## src/rtl/ofifo_pkg.sv

```systemverilog
// ofifo_pkg: shared array sizing defaults and the pointer-width helper.
package ofifo_pkg;
  localparam int COL = 8;
  localparam int PSUM_BW = 16;
  function automatic int log2(input int n);
    return $clog2(n);
  endfunction
endpackage

```

## src/rtl/ofifo_fifo_lane.sv

```systemverilog
// fifo_lane: one column FIFO with extra-MSB pointers; storage is not reset.
module fifo_lane
  import ofifo_pkg::*;
#(
  parameter int width = PSUM_BW,
  parameter int depth = 16
) (
  input  logic             clk,
  input  logic             reset,
  input  logic             wr,
  input  logic             rd,
  input  logic [width-1:0] in,
  output logic [width-1:0] out,
  output logic             o_empty,
  output logic             o_full
);
  localparam int aw = log2(depth);
  logic [aw:0] wp_q, wp_d, rp_q, rp_d;
  logic [width-1:0] mem [depth];
  logic do_wr;
  always_comb begin
    o_empty = wp_q == rp_q;
    o_full = (wp_q ^ rp_q) == {1'b1, {aw{1'b0}}};
    do_wr = wr && !o_full;
    wp_d = wp_q + {{aw{1'b0}}, do_wr};
    rp_d = rp_q + {{aw{1'b0}}, rd && !o_empty};
    out = mem[rp_q[aw-1:0]];
  end
  always_ff @(posedge clk or posedge reset)
    if (reset) begin
      wp_q <= '0;
      rp_q <= '0;
    end else begin
      wp_q <= wp_d;
      rp_q <= rp_d;
    end
  always_ff @(posedge clk)
    if (do_wr) mem[wp_q[aw-1:0]] <= in;
endmodule

```

## src/rtl/ofifo.sv

```systemverilog
// ofifo: per-column output FIFOs that deskew array results and pop whole rows.
module ofifo
  import ofifo_pkg::*;
#(
  parameter int col = COL,
  parameter int psum_bw = PSUM_BW,
  parameter int depth = 16
) (
  input  logic                   clk,
  input  logic                   reset,
  input  logic [psum_bw*col-1:0] in,
  input  logic [col-1:0]         wr,
  input  logic                   rd,
  output logic [psum_bw*col-1:0] out,
  output logic                   o_valid,
  output logic                   o_full,
  output logic                   o_ready,
  output logic                   o_overflow
);
  logic [col-1:0] empty, full;
  logic [psum_bw*col-1:0] head, out_q, out_d;
  logic pop, ovf_q, ovf_d;
  genvar i;
  generate
    for (i = 0; i < col; i++) begin : g_lane
      fifo_lane #(.width(psum_bw), .depth(depth)) u_lane (
        .clk(clk),
        .reset(reset),
        .wr(wr[i]),
        .rd(pop),
        .in(in[psum_bw*i +: psum_bw]),
        .out(head[psum_bw*i +: psum_bw]),
        .o_empty(empty[i]),
        .o_full(full[i])
      );
    end
  endgenerate
  always_comb begin
    o_valid = ~|empty;
    pop = rd && o_valid;
    o_full = |full;
    o_ready = !o_full;
    out_d = pop ? head : out_q;
    ovf_d = ovf_q || |(wr & full);
    out = out_q;
    o_overflow = ovf_q;
  end
  always_ff @(posedge clk or posedge reset)
    if (reset) begin
      out_q <= '0;
      ovf_q <= 1'b0;
    end else begin
      out_q <= out_d;
      ovf_q <= ovf_d;
    end
endmodule

```

## config.mk

```make
export PLATFORM = sky130hd
export DESIGN_NAME = ofifo
export DESIGN_NICKNAME = d
export VERILOG_FILES = /design/src/rtl/ofifo_pkg.sv /design/src/rtl/ofifo_fifo_lane.sv /design/src/rtl/ofifo.sv
export SDC_FILE = /design/constraint.sdc
export NUM_CORES = 2
export LEC_CHECK = 0
export ABC_CLOCK_PERIOD_IN_PS = 15700
export CAP_MARGIN = 0
export CORE_ASPECT_RATIO = 1.75
export CORE_MARGIN = 4
export CORE_UTILIZATION = 57
export CTS_CLUSTER_DIAMETER = 60
export DETAILED_ROUTE_END_ITERATION = 6
export MAX_ROUTING_LAYER = met4
export PLACE_DENSITY = 0.75
export SLEW_MARGIN = 10
export SYNTH_ARGS = -nofsm -noshare
export SYNTH_HDL_FRONTEND = slang
export SYNTH_SLANG_ARGS = --single-unit
```

## constraint.sdc

```tcl
create_clock -name clk -period 15.7 [get_ports clk]
set_input_delay 4.71 -clock clk [delete_from_list [all_inputs] [get_ports clk]]
set_output_delay 4.71 -clock clk [all_outputs]
set_load 0.03 [all_outputs]
```

==> summary.txt <==
Pwr
  – Total leakage power: 31.6 nW
  – VDD IR max: 611 uV
  – Power Density: 190 mW/mm^2

Critical path
  – Critical Path RT: 10.99 ns
  – Setup CP Type: reg2out
  – Worst path arrival time: between 4 and 5 ns
  – Startpoint Class: register
  – Max FO, Critical Path: 19
  – Element type at the critical path end: output port

Timing
  – Tmin final: 8.86 ns
  – Post-route clock skew: ~0.034 ns
  – Slew HR: 15.1%
  – Final setup viols: 0
  – RSZ-0062 raised after global routing: no
  – Count of pins over their slew limit: 0
  – Worst-margin pin slew: around 1.3 ns
  – Final cycle utilization of the critical path: 56.4%
  – Hold Vio Cnt, Final: 0
  – FMAX: 0.113 GHz
  – Final setup TNS: 0 ns

Clocking
  – Root buffer cell: clkbuf_16
  – Clk sinks: 2257
  – Number of setup buffers added after CTS: 0
  – Post-CTS Resized: 0
  – Num CTS Buffers: between 150 and 200
  – Worst skew pair latency: 0.82 ns
  – # hold bufs at CTS: 0
  – Max Buffers Root-to-Sink: 4
  – TritonCTS clock tree: built
  – Clock slew seen by the registers of the worst setup and hold paths: 0.06 ns
  – Htree depth: 4

Synthesis
  – Area share of the largest cell type after synthesis: ~70%
  – Async S/R FF share, synth: 9.26%
  – Yosys synthesis warning count: 0
  – Post-Syn Instances: around 3600
  – Post-synth EDFFs: 2048
  – Area contributors post-synth: edfxtp_1 (71%), mux4_2 (17%), dfrtp_1 (6.1%), mux2_2 (1.3%), xnor2_1 (0.65%)
  – Biggest area consumer among synthesized cells: edfxtp_1
  – Sequential fraction of the synthesis area: 77.4%
  – Number of synthesized register bits: 2257
  – Synthesized net count: 3773
  – Mapped cell area: 0.0862 mm^2
  – Ys flop type: edfxtp_1
  – Synth cell types: 30
  – Syn Area/Cell: between 20 and 25 um^2

Floorplan
  – Site Rows: 188
  – Initial core utilization: between 50% and 60%
  – Die ar.: 0.158 mm^2
  – Placeable Area: 0.150 mm^2
  – # IOs: about 270
  – Die Y: 522 um
  – Die Wd: 302 um

Finish
  – Most common cell after layout, fill and taps aside: edfxtp_1
  – Commonest non-fill, non-tap cells in the layout: edfxtp_1 (2048), mux4_2 (640), clkdlybuf4s50_1 (270)
  – Area Overhead vs Synth: 14.1%
  – Fillers: 9599
  – Finished Cell Area: 0.0983 mm^2
  – Fin nets: about 4200
  – Layout cell share with drive strength beyond 1: 30.8%

Global routing
  – Gr usage total: approximately a quarter
  – Vias in the first global route: 41100
  – Initial antenna violation count: 35
  – First-pass GRT wire length: 272000 um
  – Grt total ovfl: 0
  – Largest net degree at the start of global routing: 101

Place
  – Routability cong.: about 0.8
  – Post-DP HPWL: 107000 um
  – Number of port buffers: 270
  – DP Area: 0.0917 mm^2

Worst hold path
  – Hold WC Path Type: reg2reg

Routing
  – Final wirelength: around 180000 um
  – Vias/cell: about 6
  – WL per Instance: 29.5 um
  – Drt initial violations: 3568
  – Drc violations: 0
  – 1st-pass router iterations: 5
  – Vias: ~38000
  – Antenna Violating Nets Remaining: 0

Run status
  – Status: finished, final reports clean

Flow run
  – Max Cap Viol: 0
==> path summary, 6_finish.rpt <==
kind | from | end | slack (ns) | cells after the start
min in group asynchronous | reset | out[63] | 4.46 | 2
worst min-delay path | g_lane[4].u_lane.rp_q[4] | g_lane[4].u_lane.rp_q[4] | 0.50 | 1
max in group asynchronous | reset | g_lane[6].u_lane.rp_q[0] | 9.62 | 3
worst max register to register | g_lane[5].u_lane.rp_q[3] | g_lane[6].u_lane.rp_q[4] | 10.77 | 11
worst max-delay path | g_lane[5].u_lane.rp_q[3] | o_ready | 6.84 | 7
worst min register to register | g_lane[4].u_lane.rp_q[4] | g_lane[4].u_lane.rp_q[4] | 0.50 | 1
==> metal layers <==
metal  routed length [um]  track usage, %  share of wire [%]  vias to the layer above
met4                 5900            7.74                3.2                        0
met3                13800            5.54                7.5                      380
li1                     -               -                  -                    16000
met1                63200            28.8                 35                    20300
met5                    0               -                  0                        -
met2               100000            42.2                 55                     1465
==> power breakdown <==
group          internal (W)  switching (W)  total [W]
Combinational       0.00290        0.00286    0.00576
Clock               0.00281        0.00209    0.00490
Sequential          0.00742       0.000574    0.00799
==> through the flow <==
stage / instances / power, W / utilization, % / hold slack (ns) / setup slack [ns]
floorplan: 3602 / 0.0121 / - / 0.465 / 5.28
CTS: 6166 / 0.0189 / 65.5 / 0.497 / 6.81
finish: 6201 / 0.0186 / 65.5 / 0.496 / 6.84
global placement: 5813 / 0.0138 / 61.1 / 0.478 / 7.73
detailed placement: 5813 / 0.0140 / 61.1 / 0.485 / 7.71
global route: 6200 / 0.0195 / 65.5 / 0.510 / 6.72
==> logic make-up (layout without fill, tap and decap cells) <==
group	after synthesis	after routing	share of synthesized area (%)
other	0	35	0
xor gates and xnor gates	88	88	0.894
AOI/OAI and AO/OA	8	8	0.0624
DFF	2257	2257	77.4
and+or+nand+nor	249	249	1.45
buffers and inverters	200	769	1.20
muxes	768	768	18.5
adders and majority gates	32	32	0.464
==> synth_stat cells, types with 6 or more instances <==
cell and instances:
and2_1 8, buf_1 46, buf_2 39, buf_4 48, buf_6 7, clkbuf_1 42, dfrtp_1 209, edfxtp_1 2048
ha_1 32, inv_1 18, mux2_2 97, mux2_4 31, mux4_2 640, nand2_1 12, nand2b_1 24, nand3_1 40
nand3b_1 16, nand4_1 8, nor2_1 97, nor3_1 32, o22ai_1 6, or3b_2 8, xnor2_1 64, xor2_1 24
==> registers in the layout, indices dropped and copies added, names as in the netlist <==
register            flops
g_lane.u_lane.mem    2048
out                   128
g_lane.u_lane.rp_q     40
g_lane.u_lane.wp_q     40
o_overflow              1
==> worst max-delay path, cell delays in order, from the launching register on <==
cell	delay (ns)
dfrtp_1	1.11
xnor2_1	0.19
nand4_1	0.32
nand2b_1	0.28
nand2_1	0.07
or4_1	0.58
inv_1	0.11
clkdlybuf4s50_1	0.67
==> final cells by class <==
| type | instances | area (um^2) | area share [%] |
|---|---|---|---|
| Tap cell | 1995 | 2500 | 2.54 |
| Multi-Input combinational cell | 1145 | 18700 | 19.1 |
| Antenna cell | 35 | 87.6 | 0.0891 |
| Sequential cell | 2257 | 66800 | 67.9 |
| Clock buffer | 251 | 5310 | 5.39 |
| Inverter | 18 | 75.1 | 0.0763 |
| Clock inverter | 102 | 1200 | 1.22 |
| Timing Repair Buffer | 398 | 3660 | 3.73 |
(Power assumes the default switching activity.)
